--- src/rtl/lcd_instruction_tx.sv ---
// lcd_instruction_tx: sends one 10-bit LCD instruction as two timed 4-bit nibbles and pulses done when finished
module lcd_instruction_tx #(
  parameter int T_SETUP = 2,
  parameter int T_E     = 12,
  parameter int T_HOLD  = 1,
  parameter int T_GAP   = 50,
  parameter int T_WAIT  = 2000,
  parameter int CNT_W   = 11
) (
  input  logic       clk_i,
  input  logic       reset_i,
  input  logic       next_instruction_i,
  input  logic [9:0] db_i,
  output logic       done_o,
  output logic       busy_o,
  output logic       lcd_e_o,
  output logic       lcd_rs_o,
  output logic       lcd_rw_o,
  output logic [3:0] sf_d_o
);
  typedef enum logic [3:0] {
    IDLE, LATCH, U_SETUP, U_E, U_HOLD, GAP, L_SETUP, L_E, L_HOLD, WAIT, DONE
  } state_t;
  state_t state_q, state_d;
  logic [CNT_W-1:0] cnt_q, cnt_d, last;
  logic [9:0] word_q, word_d;
  logic tick, timed, upper, lower;
  always_comb begin
    last = (state_q == U_SETUP || state_q == L_SETUP) ? CNT_W'(T_SETUP - 1) :
           (state_q == U_E || state_q == L_E)         ? CNT_W'(T_E - 1) :
           (state_q == U_HOLD || state_q == L_HOLD)   ? CNT_W'(T_HOLD - 1) :
           (state_q == GAP)                           ? CNT_W'(T_GAP - 1) :
                                                        CNT_W'(T_WAIT - 1);
    tick = cnt_q == last;
    timed = state_q inside {U_SETUP, U_E, U_HOLD, GAP, L_SETUP, L_E, L_HOLD, WAIT};
    cnt_d = (timed && !tick) ? cnt_q + CNT_W'(1) : '0;
    word_d = (state_q == LATCH) ? db_i : word_q;
    state_d = IDLE;
    case (state_q)
      IDLE:    state_d = next_instruction_i ? LATCH : IDLE;
      LATCH:   state_d = U_SETUP;
      U_SETUP: state_d = tick ? U_E : U_SETUP;
      U_E:     state_d = tick ? U_HOLD : U_E;
      U_HOLD:  state_d = tick ? GAP : U_HOLD;
      GAP:     state_d = tick ? L_SETUP : GAP;
      L_SETUP: state_d = tick ? L_E : L_SETUP;
      L_E:     state_d = tick ? L_HOLD : L_E;
      L_HOLD:  state_d = tick ? WAIT : L_HOLD;
      WAIT:    state_d = tick ? DONE : WAIT;
      default: state_d = IDLE;
    endcase
    upper = state_d inside {U_SETUP, U_E, U_HOLD, GAP};
    lower = state_d inside {L_SETUP, L_E, L_HOLD, WAIT, DONE};
  end
  // outputs are registered from the next state so they line up with state_q
  always_ff @(posedge clk_i) begin
    if (reset_i) begin
      state_q  <= IDLE;
      cnt_q    <= '0;
      word_q   <= '0;
      done_o   <= 1'b0;
      busy_o   <= 1'b0;
      lcd_e_o  <= 1'b0;
      lcd_rs_o <= 1'b0;
      lcd_rw_o <= 1'b0;
      sf_d_o   <= 4'h0;
    end else begin
      state_q  <= state_d;
      cnt_q    <= cnt_d;
      word_q   <= word_d;
      done_o   <= state_d == DONE;
      busy_o   <= state_d != IDLE;
      lcd_e_o  <= state_d inside {U_E, L_E};
      lcd_rs_o <= (upper || lower) && word_d[9];
      lcd_rw_o <= (upper || lower) && word_d[8];
      sf_d_o   <= upper ? word_d[7:4] : lower ? word_d[3:0] : sf_d_o;
    end
  end
endmodule
--- config.mk ---
export PLATFORM = sky130hd
export DESIGN_NAME = lcd_instruction_tx
export DESIGN_NICKNAME = d
export VERILOG_FILES = /design/src/rtl/lcd_instruction_tx.sv
export SDC_FILE = /design/constraint.sdc
export NUM_CORES = 1
export LEC_CHECK = 0
export ABC_AREA = 1
export CAP_MARGIN = 40
export CORE_ASPECT_RATIO = 1.5
export CORE_UTILIZATION = 40
export DETAILED_ROUTE_END_ITERATION = 16
export GPL_TIMING_DRIVEN = 0
export PLACE_DENSITY = 0.74
export SETUP_SLACK_MARGIN = 0.1
export SKIP_CTS_REPAIR_TIMING = 1
export SLEW_MARGIN = 25
export SYNTH_ARGS = -nofsm -noshare
export SYNTH_HDL_FRONTEND = slang
export SYNTH_SLANG_ARGS = --single-unit
--- constraint.sdc ---
create_clock -name clk_i -period 1.6 [get_ports clk_i]
set_input_delay 0.4 -clock clk_i [delete_from_list [all_inputs] [get_ports clk_i]]
set_output_delay 0.4 -clock clk_i [all_outputs]
set_load 0.005 [all_outputs]
Word level (Yosys, flattened, before mapping)
Index checks and enable logic that the tools add are counted.
{ "op_classes": {"div": 0, "muxes": 17, "shifts": 0, "n_mul": 0, "bitwise": 1, "n_eq_ne": 19, "n_reduce_logical": 16, "n_lt_le_gt_ge": 0, "n_addsub": 1} }
{ "op_table": {"columns": ["op", "count"], "rows": [
  ["$mux W11", 4],
  ["$pmux W4 S10", 1],
  ["$eq A4 B3 Y1 const B", 8],
  ["$eq A4 B4 Y1 const B", 5],
  ["$eq A4 B2 Y1 const B", 4],
  ["$mux W4", 3],
  ["$add A11 B1 Y11 const B", 1],
  ["$eq A11 B11 Y1", 1],
  ["$mux W10", 1],
  ["$reduce_bool A4 Y1", 2],
  ["$reduce_bool A8 Y1", 1],
  ["$mux W1", 5],
  ["$reduce_bool A5 Y1", 1],
  ["$eq A4 B1 Y1 const B", 1],
  ["$logic_not A4 Y1", 1],
  ["$logic_or A1 B1 Y1", 4],
  ["$mux W2", 2],
  ["$reduce_bool A2 Y1", 2],
  ["$logic_and A1 B1 Y1", 3],
  ["$mux W3", 1],
  ["$reduce_or A2 Y1", 1],
  ["$logic_not A1 Y1", 1],
  ["$not A1 Y1", 1]
]} }
{ "word_totals": {"register_bits": 34, "out_inout_bits": 9, "in_bits": 13, "word_cells": 63, "rom_bits": 0, "latchBits": 0, "ramBits": 0, "n_memories": 0} }

Depth between registers and ports, before layout
Gate-level depths: netlist of run 1.
{ "depth": {"depth_word": 12, "depth_mapped": 17, "depth_no_buf": 17} }

Least setup slack after synthesis of run 1
No wires, ideal clock.
{ "synth_timing": {"path_kind": "register to register", "startpoint": "reg state_q[1]", "endpoint": "reg sf_d_o[1]", "required_ps": 1485, "arrival_ps": 1638, "path_buffers": 1, "path_stages_with_launch": 14, "setup_time_ps": 115, "synth_period_minus_slack_ps": 1752, "slack_ps": -152, "path_cell_list": "dfxtp_1 > buf_6 > nor2_2 > nand2_2 > nand2_2 > nand3_2 > nor2_4 > nand3_2 > nand2_2 > nand2_4 > nor2_4 > nand3_4 > o21ai_1 > nor2_1"} }
{ "synth_between": {"elab_chain_cells": 11, "elab_cells_between_ends": 42, "classes_between": "eq/ne: 19; mux: 16; reduce/logical: 7"} }
{ "synth_rtl": {"columns": ["item", "line", "rtl"], "rows": [
  ["start, declared", "24", "state_t state_q, state_d;"],
  ["start signal, assigned", "68", "state_q <= state_d;"],
  ["$eq A4 B3 Y1 (tied with other cells)", "32, 39", null],
  ["$mux W11 / $logic_or A1 B1 Y1 (equally long branches)", "32, 31", null],
  ["$mux W11", "31", "(state_q == U_HOLD || state_q == L_HOLD) ? CNT_W'(T_HOLD - 1) :"],
  ["$mux W11", "30", "(state_q == U_E || state_q == L_E) ? CNT_W'(T_E - 1) :"],
  ["$mux W11", "29", "last = (state_q == U_SETUP || state_q == L_SETUP) ? CNT_W'(T_SETUP - 1) :"],
  ["$eq A11 B11 Y1", "34", "tick = cnt_q == last;"],
  ["$mux W2 (tied with other cells)", "45, 49", null],
  ["$pmux W4 S10", "39", "case (state_q)"],
  ["$eq A4 B3 Y1 (tied with other cells)", "53", "lower = state_d inside {L_SETUP, L_E, L_HOLD, WAIT, DONE};"],
  ["$reduce_bool A5 Y1 / $reduce_bool A4 Y1 (equally long branches)", "53, 52", null],
  ["$reduce_bool A2 Y1 (no source line) / $mux W4 (equally long branches)", null, null],
  ["end signal, assigned", "76", "sf_d_o <= upper ? word_d[7:4] : lower ? word_d[3:0] : sf_d_o;"],
  ["end, declared", "19", "output logic [3:0] sf_d_o"]
]} }
Parallel ways exist; a longest one is shown, timed or not. The select of a mux whose other input is x is not followed.
A chain may end at the register's enable or synchronous reset.

Worst setup path in the final report of run 1
{ "layout_timing": {"startpoint": "reg state_q[1]", "endpoint": "reg sf_d_o[2]"} }
Same word-level chain as after synthesis.

==> flow_metrics.py, run 1 <==
metrics = {
    "place": {
        "place_area_sq_um": 2100,
        "port_buffers": 21,
        "dp_cells": 321,
        "place_congestion": 0.887,
        "hpwlAfterDp_mm": 2.89,
    },
    "synthesis": {
        "ys.warnings.count": 0,
        "syn_avg_cell_area_sq_um": 7.11,
        "synthTopCellsByArea": "dfxtp_1 38%, nand2_1 8.9%, nor2_1 8.7%",
        "synth_cell_type_count": 30,
        "yosysSeqAreaShare": 0.377,
        "syn_nets": 268,
        "syn_inst": 254,
        "ys_ff_latch": 34,
        "syn_area_sq_um": 1810,
        "yosys.area.top_type": "dfxtp_1",
        "netlist.area_leader.share": 0.377,
    },
    "timing": {
        "final.setup_skew_ps": 8.04,
        "finalCritPeriodShare": 1.28,
        "fin_ws_ps": -441,
        "fmax_ghz": 0.490,
        "slew_headroom": 0.638,
        "rsz0062_at_grt": "yes",
        "hold_slack_ps": 506,
        "hold_violations": 0,
        "finalSetupTns_ps": -5820,
        "period_needed_ps": 2040,
        "slew_viol_final": 0,
        "worst_pin_slew_ps": 542,
        "finalSetupViolations": 27,
    },
    "routing": {
        "avgRoutedWirePerCell_um": 12.3,
        "vias": 1688,
        "dr.pass1.iters": 4,
        "dr_wl_met3_um": 147,
        "met2_length_mm": 2.41,
        "ant_nets": 0,
        "viasPerCell": 4.94,
        "top_layer": "met4",
        "wirelength_mm": 4.20,
        "drt-met1-wl_mm": 1.56,
        "drc": 0,
        "initialDrtViolationCount": 82,
    },
    "setup_path": {
        "end_kind": "flop",
        "r2r_slack_ps": -440,
        "startpoint_type": "flop",
        "crit_arrival_ps": 2240,
        "slowest_delay_ps": 320,
        "crit_type": "flop to flop",
        "path_delay_family": "simple AND/OR/NAND/NOR gates",
        "cp_data_required_time_ps": 1790,
        "path_max_fanout": 6,
        "path_buf_inv": 2,
        "crit_slowest_cell": "dfxtp_2",
        "crit_chain": "buf_6 -> nor2_4 -> nand3_2 -> nand2_2 -> nand3_2 -> nor2_4 -> nand3_4 -> nand2_2 -> nand2_4 -> a21oi_4 -> nand2_2 -> nand2_1 -> nand3_2 -> nand2_1 -> inv_1",
    },
    "finish": {
        "layout_commonest_cell": "nand2_1",
        "fin_area_sq_um": 2520,
        "num_antenna_cells": 0,
        "fin_nets": 309,
        "layout_common_cells": "36 x nand2_1, 35 x nor2_1, 30 x inv_1",
        "syn2layout_area_growth_pct": 39.4,
        "drive_gt1_frac": 0.351,
        "final_cells": 342,
    },
    "clocking": {
        "cts_tree": "built",
        "cts_max_path_buffers": 2,
        "cts_root_buffer": "clkbuf_8",
        "cts.sinks": 34,
        "h-tree-depth": 2,
        "insertion_delay_ps": 290,
        "clkTransAtPathRegs_ps": 70,
        "numCtsBuffers": 5,
    },
    "grt": {
        "antenna_found_initial": 0,
        "grt_pass1_wl_mm": 6.62,
        "grt-ovfl-total": 0,
        "grtUsageTotal": 0.179,
        "grt_pass1_vias": 1599,
        "grt_max_degree": 11,
    },
    "floorplan": {
        "dieArea_sq_um": 4790,
        "die_h_um": 84.3,
        "start_util": 0.422,
        "ios": 22,
        "dieWidth_um": 56.9,
        "core_area_sq_um": 4280,
        "rows": 29,
    },
    "pwr": {
        "power_uw": 2110,
        "max-vdd-ir-drop_mv": 0.735,
        "p_per_area_nw_per_um2": 839,
        "p_leak_uw": 0.00130,
    },
    "outcome": {
        "status": "complete, but fails checks",
        "violations": "setup timing",
    },
    "job": {
        "cap_viol_max_count": 0,
    },
    "worst_hold_path": {
        "min-delay-path-class": "flop to flop",
    },
}
==> power by group <==
part	leakage (uW)	internal, uW	switching, uW
Combinational	0.000968	249	280
Clock	0.0000482	347	309
Sequential	0.000280	901	25.0
Total	0.00130	1500	614
==> layer usage <==
metal,global-route usage,vias up
li1,-,874
met1,0.170,766
met2,0.345,41
met3,0.0462,7
met4,0.0843,0
met5,0,-
==> stage by stage <==
step,util,setup slack (ps)
3_5_place_dp,0.491,-420
5_1_grt,0.588,-570
3_3_place_gp,0.491,-394
2_1_floorplan,-,-102
4_1_cts,0.512,-433
6_report,0.588,-441
==> path summary, 6_finish.rpt <==
check / startpoint / depth (start not counted) / endpoint
max: state_q[1] / 15 / sf_d_o[2]
min: cnt_q[0] / 1 / cnt_q[0]
max reg2reg: state_q[1] / 15 / sf_d_o[2]
min reg2reg: cnt_q[0] / 1 / cnt_q[0]
==> sequential cells by signal (all words and copies together), names as in the netlist <==
name      count
word_q       10
sf_d_o        4
state_q       4
lcd_rs_o      1
lcd_rw_o      1
busy_o        1
lcd_e_o       1
cnt_q        11
done_o        1
==> cell families after synthesis <==
group | Yosys count | synth area share
simple gates | 146 | 0.416
buf+inv | 47 | 0.103
flops | 34 | 0.377
compound gates | 20 | 0.0665
xor+xnor | 4 | 0.0194
mux | 2 | 0.0111
fa+ha+maj | 1 | 0.00693
==> layout make-up <==
| cell class | instances | area (sq um) |
|---|---|---|
| Multi-Input combinational cell | 173 | 1120 |
| Tap cell | 46 | 57.6 |
| Timing Repair Buffer | 34 | 347 |
| Sequential cell | 34 | 694 |
| Clock inverter | 1 | 5.00 |
| Clock buffer | 7 | 86.3 |
| Fill cell | 372 | 1770 |
| Inverter | 43 | 168 |
| Buffer | 4 | 33.8 |
==> cells in the mapped netlist, drive strengths merged <==
master	count
o21bai	1
clkbuf	2
nand3	20
dfxtp	34
nand4	7
o2111ai	1
buf	2
mux2i	2
or2	7
o21ai	12
o31ai	1
nand2	51
ha	1
a21oi	5
xor2	4
and3	1
nor2	51
nor3	6
nor3b	3
inv	43
(Power assumes the default switching activity.)
==> run 2, diff against run 1 <==
--- a/config.mk
+++ b/config.mk
@@ -8,6 +8,7 @@
 export ABC_AREA = 1
 export CAP_MARGIN = 40
 export CORE_ASPECT_RATIO = 1.5
+export CORE_MARGIN = 2
 export CORE_UTILIZATION = 40
 export DETAILED_ROUTE_END_ITERATION = 16
 export GPL_TIMING_DRIVEN = 0
==> run 2 against run 1 <==
  * The run still ends with setup timing left
  * Sequential power is essentially flat
  * Maximum frequency grew 0.91%
  * Register-to-register slack gained 20 ps
  * Design area shrank 1.8%
  * Combinational power shrank 6.2%
  * Largest cell class unchanged
  * Largest power group unchanged
==> flow_metrics.py, run 2 (synthesis gave the netlist of run 1 again) <==
metrics = {
    "pwr": {
        "power_uw": 2070,
        "p_sw_uw": 596,
        "p_per_area_nw_per_um2": 839,
        "p_clk_frac": 0.315,
        "comb_power_share": 0.239,
        "p_leak_uw": 0.00131,
        "p_int_uw": 1480,
        "max-vdd-ir-drop_mv": 0.672,
        "switching_share": 0.287,
        "seq_power_share": 0.446,
    },
    "grt": {
        "grt_pass1_vias": 1586,
        "grt-ovfl-total": 0,
        "grtUsageTotal": 0.169,
        "antenna_found_initial": 0,
        "grt_max_degree": 11,
        "grt_pass1_wl_mm": 6.65,
    },
    "finish": {
        "syn2layout_area_growth_pct": 36.8,
        "fin_nets": 309,
        "layout_commonest_cell": "nor2_1",
        "largest_reg_flops": 11,
        "top_regs": "cnt_q (11), word_q (10)",
        "drive_gt1_frac": 0.331,
        "final_util": 0.577,
        "final_cells": 342,
        "regMostFlops": "cnt_q",
        "num_antenna_cells": 0,
        "layout_common_cells": "37 x nor2_1, 36 x nand2_1, 32 x inv_1",
        "n_fill_cell": 388,
    },
    "timing": {
        "period_needed_ps": 2020,
        "fin_ws_ps": -422,
        "slew_headroom": 0.632,
        "hold_violations": 0,
        "worst_pin_slew_ps": 552,
        "fmax_ghz": 0.494,
        "final.setup_skew_ps": 7.25,
        "rsz0062_at_grt": "yes",
        "finalSetupViolations": 31,
        "finalCritPeriodShare": 1.26,
        "slew_viol_final": 0,
    },
    "routing": {
        "viasPerCell": 4.95,
        "avgRoutedWirePerCell_um": 12.2,
        "ant_nets": 0,
        "wirelength_mm": 4.18,
        "dr.pass1.iters": 4,
        "vias": 1692,
        "drc": 0,
        "initialDrtViolationCount": 52,
    },
    "clocking": {
        "insertion_delay_ps": 290,
        "cts_max_path_buffers": 2,
        "cts.sinks": 34,
        "h-tree-depth": 2,
        "numCtsBuffers": 5,
        "clkTransAtPathRegs_ps": 70,
        "cts_root_buffer": "clkbuf_8",
        "cts_tree": "built",
    },
    "setup_path": {
        "cp_data_required_time_ps": 1830,
        "startpoint_type": "flop",
        "path_max_fanout": 4,
        "crit_type": "flop to flop",
        "crit_arrival_ps": 2260,
        "end_kind": "flop",
    },
    "floorplan": {
        "dieWidth_um": 58.9,
        "start_util": 0.422,
        "ios": 22,
        "core_area_sq_um": 4280,
        "dieArea_sq_um": 5080,
        "rows": 29,
        "die_h_um": 86.3,
    },
    "place": {
        "port_buffers": 21,
        "hpwlAfterDp_mm": 2.94,
        "place_congestion": 0.845,
        "dp_cells": 321,
    },
    "outcome": {
        "violations": "setup timing",
        "status": "complete, but fails checks",
    },
    "worst_hold_path": {
        "min-delay-path-class": "flop to flop",
    },
    "job": {
        "cap_viol_max_count": 0,
    },
}
## run 2: cell count changes in the layout (fill, tap and decap cells not counted), sizes merged
cell | before | now
clkdlybuf4s50 | 13 | 12
dlymetal6s2s | 8 | 9
## run 2: path summary, 6_finish.rpt
path,from,end,slack [ps],cells after the start
setup / recovery,state_q[1],sf_d_o[0],-420,15
setup reg to reg,state_q[1],sf_d_o[0],-420,15
hold reg to reg,cnt_q[0],cnt_q[0],500,1
hold / removal,cnt_q[0],cnt_q[0],500,1
## run 2: metrics by stage
step	area (sq um)	setup WS, ps	setup TNS, ps	hold WS, ps
6_report	2470	-422	-4740	504
5_1_grt	2470	-540	-8270	545
4_1_cts	2190	-478	-5940	507
3_5_place_dp	2100	-459	-5330	482
3_3_place_gp	2100	-405	-4170	470
2_1_floorplan	1830	-102	-529	441
## run 2: metal layers
metal  part of all wire  wire length [um]  vias up  track usage
met3              0.032               133        9       0.0418
met2               0.56              2340       28        0.303
met1               0.37              1550      783        0.173
met5                  0                 0        -            0
li1                   -                 -      872            -
met4              0.038               159        0       0.0930
## run 2: worst max-delay path, cell delays in order (launching register included)
cell,delay [ps]
dfxtp_2,320
buf_6,120
nor2_4,180
nand3_2,100
nand2_2,90
nand3_2,90
nor2_4,150
nand3_4,110
nand2_2,90
nand2_4,80
a21oi_4,170
buf_4,150
nand3_1,100
nand3_2,120
nand2_1,50
inv_1,40
## run 2: final cells by class
cell class / count / area (sq um) / share of cell area
tap: 46 / 57.6 / 0.0233
clock buffer: 7 / 86.3 / 0.0350
buffer: 4 / 33.8 / 0.0137
multi-input combinational: 173 / 1080 / 0.438
sequential: 34 / 697 / 0.282
clock inverter: 1 / 5.00 / 0.00203
timing repair buffer: 34 / 342 / 0.138
inverter: 43 / 168 / 0.0679
## run 2: power by group through the flow
stage | combinational, uW | sequential (uW) | clock [uW]
2_1_floorplan | 274 | 942 | 0
3_5_place_dp | 414 | 943 | 0
5_1_grt | 547 | 931 | 707
3_3_place_gp | 408 | 941 | 0
4_1_cts | 418 | 924 | 669
6_report | 496 | 924 | 653
==> patch 1, RTL diff (config.mk and constraints of run 2) <==
`CNT_W`: 11 -> 22.
--- a/src/rtl/lcd_instruction_tx.sv
+++ b/src/rtl/lcd_instruction_tx.sv
@@ -5,7 +5,7 @@
   parameter int T_HOLD  = 1,
   parameter int T_GAP   = 50,
   parameter int T_WAIT  = 2000,
-  parameter int CNT_W   = 11
+  parameter int CNT_W   = 22
 ) (
   input  logic       clk_i,
   input  logic       reset_i,
Check against the original RTL: same outputs for any inputs over 10 cycles, from zero or initial values and one cycle with reset_i high; that may be too few to reach the edited logic, so the function may still have changed.
==> patch 1 against run 2 <==
- the flow still finishes with violations (negative setup slack)
- cell area up 33%
- critical path depth unchanged
- clock power up 4.1%
- sequential cell count up 11
- power up 13%
- synthesized area up 28%
- count of clock-buffer cells in the layout down 1
- routed wire length up 36%
- non-clock buffer count up 8
- setup slack better by 0.038 ns
- clock skew down 0.0011 ns
- worst hold slack worse by 0.050 ns
- core utilization up 0.11 points
- largest power group unchanged
==> patch 1: results (changes against run 2) <==
.. list-table::
   :header-rows: 1

   * - Metric
     - Value
   * - Run status
     - finished with violations
   * - Violations in the final reports
     - negative setup slack
   * - Max rail drop VDD
     - 0.551 mV (-18%)
   * - Top flop regs
     - cnt_q x22, word_q x10
   * - Number of buffers created by CTS
     - 5 (unchanged)
   * - Fraction of the yosys area taken by sequential cells
     - 38.8% (+1.1 points)
   * - GR Util All Layers
     - 16.6% (-0.26 points)
   * - Startpoint of the lowest-slack hold path
     - cnt_q[0]$_SDFF_PP0_
   * - Yosys warning count
     - 0 (unchanged)
   * - Number of buffer cells added on primary ports
     - 21 (unchanged)
   * - Clock Tree Buf Depth
     - 2 (unchanged)
   * - Vias in the first global route
     - 2137 (+35%)
   * - Post-Synthesis Net Count
     - 342 (+28%)
   * - Global-route wire length before repair
     - 8530 µm (+28%)
   * - Data arrival time of the critical path
     - 2.17 ns (-0.09 ns)
   * - Ranking of synthesized cells by instance count
     - sky130_fd_sc_hd__nand2_1 (66), sky130_fd_sc_hd__nor2_1 (52), sky130_fd_sc_hd__dfxtp_1 (45), sky130_fd_sc_hd__inv_1 (40), sky130_fd_sc_hd__o21ai_0 (14)
   * - Cell types with the largest area share after synthesis
     - sky130_fd_sc_hd__dfxtp_1 (39%), sky130_fd_sc_hd__nand2_1 (11%), sky130_fd_sc_hd__nor2_1 (8.4%)
   * - Total Routed Length
     - 5680 µm (+36%)
   * - H-tree Lvls
     - 2 (unchanged)
   * - Antenna violations before repair
     - 0 (unchanged)
   * - Setup violations, final
     - 39 (+26%)
   * - Average via count per standard cell
     - 5.04 (+2.0%)
   * - Clock Tree Root
     - sky130_fd_sc_hd__clkbuf_8
   * - Share of post-route cells with drive strength above 1
     - 35.7% (+2.6 points)
   * - Final antenna diode count
     - 0 (unchanged)
   * - Worst Max-Slew Pin Slew
     - 0.454 ns (-0.0982 ns)
   * - Clock-pin slew on the worst setup and hold paths
     - 0.08 ns
   * - Instance area after placement
     - 0.00273 mm² (+30%)
   * - Latest clock arrival within the worst-skew pair
     - 0.30 ns
   * - Distinct cells, synth
     - 35 (+17%)
   * - Post-route setup slack
     - -0.384 ns (+0.0381 ns)
   * - Worst setup startpoint
     - state_q[2]$_SDFF_PP0_
   * - Worst Path Max Fanout
     - 7 (+3)
   * - Length of the first detailed-routing pass in iterations
     - 4 (unchanged)
   * - Global placement routability congestion
     - 0.876 (+3.7%)
   * - Worst slack at placement
     - -0.414 ns (+0.0452 ns)
   * - Setup skew after layout
     - 0.00611 ns (-0.00115 ns)
   * - Largest net degree at the start of global routing
     - 14 (+3)
   * - FFs w/ async S/R, synth
     - 0% (unchanged)
   * - Static Leakage
     - 1.56 nW (+19%)
   * - Path category of the worst min-delay check
     - reg -> reg
   * - Drt first-iter violations
     - 92 (+77%)
   * - Half-perimeter wire length after placement
     - 3780 µm (+28%)
   * - Layout net count
     - 391 (+27%)
-- patch 1: cell count changes in the layout (fill, tap and decap cells not counted), sizes merged, moves of 2 or more --
cell	before	now
dfxtp	34	45
inv	42	50
o21ai	12	19
nor3	6	14
clkbuf	8	10
a31oi	0	2
buf	16	21
nor4	0	2
nand2	51	72
nor2	51	60
a21oi	5	13
nand3	20	17
nand3b	0	2
-- patch 1: power breakdown --
| part | internal [mW] | switching, mW | leakage (nW) |
|---|---|---|---|
| clock network | 0.303 | 0.377 | 0.0450 |
| registers | 1.16 | 0.0316 | 0.376 |
| logic | 0.225 | 0.246 | 1.14 |
-- patch 1: critical path, stage by stage (launching register included) --
cell	delay [ns]
sky130_fd_sc_hd__dfxtp_4	0.42
sky130_fd_sc_hd__inv_4	0.05
sky130_fd_sc_hd__nor2_4	0.11
sky130_fd_sc_hd__nand2_2	0.08
sky130_fd_sc_hd__nand2_2	0.09
sky130_fd_sc_hd__nand3_2	0.08
sky130_fd_sc_hd__nor2_4	0.13
sky130_fd_sc_hd__nand3_4	0.12
sky130_fd_sc_hd__nand2_4	0.10
sky130_fd_sc_hd__nand2_8	0.07
sky130_fd_sc_hd__nor2_8	0.15
sky130_fd_sc_hd__nand2_4	0.07
sky130_fd_sc_hd__nand2_4	0.10
sky130_fd_sc_hd__a21oi_1	0.07
sky130_fd_sc_hd__nor2_1	0.16
sky130_fd_sc_hd__nor2_1	0.06
-- patch 1: per-stage QoR --
stage / instances / setup TNS [ns]
2_1_floorplan: 328 / -0.497
3_3_place_gp: 421 / -8.26
3_5_place_dp: 421 / -8.09
4_1_cts: 429 / -7.41
5_1_grt: 450 / -10.99
6_report: 450 / -6.80
-- patch 1: metal layers --
metal	GRT usage (%)	vias to the layer above	routed length, µm
met5	0	-	0
met4	7.22	0	131
met3	3.82	11	181
met2	30.9	55	3200
met1	16.8	1065	2160
li1	-	1139	-
-- patch 1: path summary, 6_finish.rpt --
path	depth (start not counted)	end	slack (ns)
setup reg to reg	15	sf_d_o[1]$_SDFFE_PP0P_	-0.38
hold reg to reg	1	cnt_q[0]$_SDFF_PP0_	0.45
hold / removal	1	cnt_q[0]$_SDFF_PP0_	0.45
setup / recovery	15	sf_d_o[1]$_SDFFE_PP0P_	-0.38
-- patch 1: cells by family after synthesis --
logic type	Yosys count	synth area share, %
flops	45	38.8
mux	2	0.863
compound gates	37	8.68
fa+ha+maj	1	0.539
xor+xnor	5	2.21
buf+inv	54	8.79
simple gates	184	40.1
-- patch 1: final cells by class --
cell class | instances | area, µm²
Fill cell | 508 | 2410
Multi-Input combinational cell | 229 | 1510
Sequential cell | 45 | 947
Timing Repair Buffer | 42 | 430
Inverter | 50 | 198
Tap cell | 72 | 90.1
Clock buffer | 6 | 72.6
Buffer | 4 | 41.3
Clock inverter | 2 | 10.0
==> patch 2, RTL diff (settings of run 2) <==
Made on the original files. Register the inputs `next_instruction_i` and `db_i` before use, cleared by the reset. The logic sees them one clock later.
--- a/src/rtl/lcd_instruction_tx.sv
+++ b/src/rtl/lcd_instruction_tx.sv
@@ -21,6 +21,20 @@
   typedef enum logic [3:0] {
     IDLE, LATCH, U_SETUP, U_E, U_HOLD, GAP, L_SETUP, L_E, L_HOLD, WAIT, DONE
   } state_t;
+
+  logic next_instruction_q;
+  logic [9:0] db_q;
+
+  always_ff @(posedge clk_i) begin
+    if (reset_i) begin
+      next_instruction_q <= '0;
+      db_q               <= '0;
+    end else begin
+      next_instruction_q <= next_instruction_i;
+      db_q               <= db_i;
+    end
+  end
+
   state_t state_q, state_d;
   logic [CNT_W-1:0] cnt_q, cnt_d, last;
   logic [9:0] word_q, word_d;
@@ -34,10 +48,10 @@
     tick = cnt_q == last;
     timed = state_q inside {U_SETUP, U_E, U_HOLD, GAP, L_SETUP, L_E, L_HOLD, WAIT};
     cnt_d = (timed && !tick) ? cnt_q + CNT_W'(1) : '0;
-    word_d = (state_q == LATCH) ? db_i : word_q;
+    word_d = (state_q == LATCH) ? db_q : word_q;
     state_d = IDLE;
     case (state_q)
-      IDLE:    state_d = next_instruction_i ? LATCH : IDLE;
+      IDLE:    state_d = next_instruction_q ? LATCH : IDLE;
       LATCH:   state_d = U_SETUP;
       U_SETUP: state_d = tick ? U_E : U_SETUP;
       U_E:     state_d = tick ? U_HOLD : U_E;
Behaviour: not the same (a bounded check fails within 4 cycles, from zero or initial values and one cycle with reset_i high).
==> patch 2 against run 2 <==
- the run still ends with negative setup slack left
- cell area rose by 9.5%
- routed wire length rose by 1.3%
- synthesized area rose by 12%
- sequential cell count rose by 11
- clock power rose by 35%
- count of clock-buffer cells in the layout fell by 1
- global-route usage fell by 1.4 points
- sequential power rose by 29%
- largest power group unchanged
- setup slack improved by 0.059 ns
- power rose by 14%
- fmax rose by 3.0%
- core utilization fell by 1.9 points
==> patch 2: results (changes against run 2) <==
.. list-table::
   :header-rows: 1

   * - Metric
     - Value
   * - Total Routed Length
     - 4240 µm (+1.3%)
   * - Run status
     - finished with violations
   * - Biggest cell delay along the critical path
     - 0.39 ns (+0.07 ns)
   * - Setup violations, final
     - 22 (-29%)
   * - Data arrival time of the critical path
     - 2.16 ns (-0.10 ns)
   * - Half-perimeter wire length after placement
     - 2950 µm (+0.26%)
   * - Max rail drop VDD
     - 0.584 mV (-13%)
   * - Met3 wirelength from detailed routing
     - 120 µm (-9.8%)
   * - Aggregate negative setup slack
     - -3.42 ns (+1.32 ns)
   * - Violations in the final reports
     - negative setup slack
   * - Met2 GRT Util
     - 28.4% (-1.9 points)
   * - Number of filler cells placed in the layout
     - 436 (+12%)
   * - Worst Path Max Fanout
     - 8 (+4)
   * - Global-route met3 utilization
     - 4.01% (-0.17 points)
   * - Post-route setup slack
     - -0.363 ns (+0.0594 ns)
   * - Post-Synthesis Net Count
     - 279 (+4.1%)
   * - Vias in the first global route
     - 1613 (+1.7%)
   * - GR Layer Usage met1
     - 16.0% (-1.2 points)
   * - Setup skew after layout
     - 0.00731 ns (+0.0000581 ns)
   * - Layout net count
     - 312 (+0.97%)
   * - Largest net degree at the start of global routing
     - 15 (+4)
   * - Syn_area_per_cell
     - 7.60 µm² (+6.9%)
   * - Cell types with the largest area share after synthesis
     - sky130_fd_sc_hd__dfxtp_1 (45%), sky130_fd_sc_hd__nor2_1 (12%), sky130_fd_sc_hd__nand2_1 (6.7%)
   * - Top flop regs
     - cnt_q x11, db_q x10, word_q x10
   * - Fraction of the yosys area taken by sequential cells
     - 44.7% (+7.0 points)
   * - Power after layout
     - 2.37 mW (+14%)
   * - Ranking of synthesized cells by instance count
     - sky130_fd_sc_hd__nor2_1 (62), sky130_fd_sc_hd__dfxtp_1 (45), sky130_fd_sc_hd__nand2_1 (36), sky130_fd_sc_hd__inv_1 (30), sky130_fd_sc_hd__nand3_1 (16)
   * - Global placement routability congestion
     - 0.794 (-6.1%)
   * - Logic depth of the worst register-to-register path
     - 17 (+2)
   * - Worst slew margin
     - 65.5% (+2.3 points)
   * - Combinational Power
     - 0.300 mW (-40%)
   * - Placed cell count
     - 352 (+9.7%)
   * - Total length of routed met2 wires
     - 2420 µm (+3.8%)
   * - Routed metal-1 wirelength
     - 1560 µm (+0.90%)
   * - Share of post-route cells with drive strength above 1
     - 28.8% (-4.3 points)
   * - Static Leakage
     - 1.32 nW (+1.0%)
   * - GR Util All Layers
     - 15.5% (-1.4 points)
   * - Drt first-iter violations
     - 69 (+33%)
patch 2: changes by cell type in the layout (fill, tap and decap cells not counted), sizes merged, moves of 3 or more:
cell / delta
xnor2: +3
nor3: -3
xor2: -3
nand2: -7
nor2: +15
buf: -10
nand4: -6
inv: -5
dfxtp: +11
patch 2: stage by stage:
step	worst slack (ns)	util (%)	hold slack [ns]	instance area, µm²
2_1_floorplan	-0.0964	-	0.441	2040
3_3_place_gp	-0.317	48.1	0.465	2330
3_5_place_dp	-0.329	48.1	0.473	2330
4_1_cts	-0.329	50.5	0.493	2450
5_1_grt	-0.497	55.8	0.518	2710
6_report	-0.363	55.8	0.481	2710
patch 2: final timing paths:
kind                           from  slack [ns]                     end
max           state_q[2]$_SDFF_PP0_       -0.36  sf_d_o[3]$_SDFFE_PP0P_
min reg2reg  sf_d_o[3]$_SDFFE_PP0P_        0.48  sf_d_o[3]$_SDFFE_PP0P_
min          sf_d_o[3]$_SDFFE_PP0P_        0.48  sf_d_o[3]$_SDFFE_PP0P_
max reg2reg   state_q[2]$_SDFF_PP0_       -0.36  sf_d_o[3]$_SDFFE_PP0P_
patch 2: layout make-up:
cell class | count | area share (%)
plain buffers | 4 | 1.11
clock buffers | 6 | 3.05
repair buffers | 25 | 9.76
clock inverters | 2 | 1.34
multi-input cells | 181 | 42.2
well taps | 66 | 3.05
flip-flops and latches | 45 | 34.1
inverters | 36 | 5.37
patch 2: logic make-up (layout without fill, tap and decap cells):
kind of cell | Yosys count | count (layout) | synth area share (%)
flip-flops | 45 | 45 | 44.7
AO/OA/AOI/OAI | 25 | 25 | 7.02
multiplexers | 4 | 4 | 1.99
XOR/XNOR | 4 | 4 | 1.74
adder cells (fa/ha/maj) | 1 | 1 | 0.621
AND/OR/NAND/NOR | 146 | 147 | 36.4
buffers and inverters | 40 | 73 | 7.52
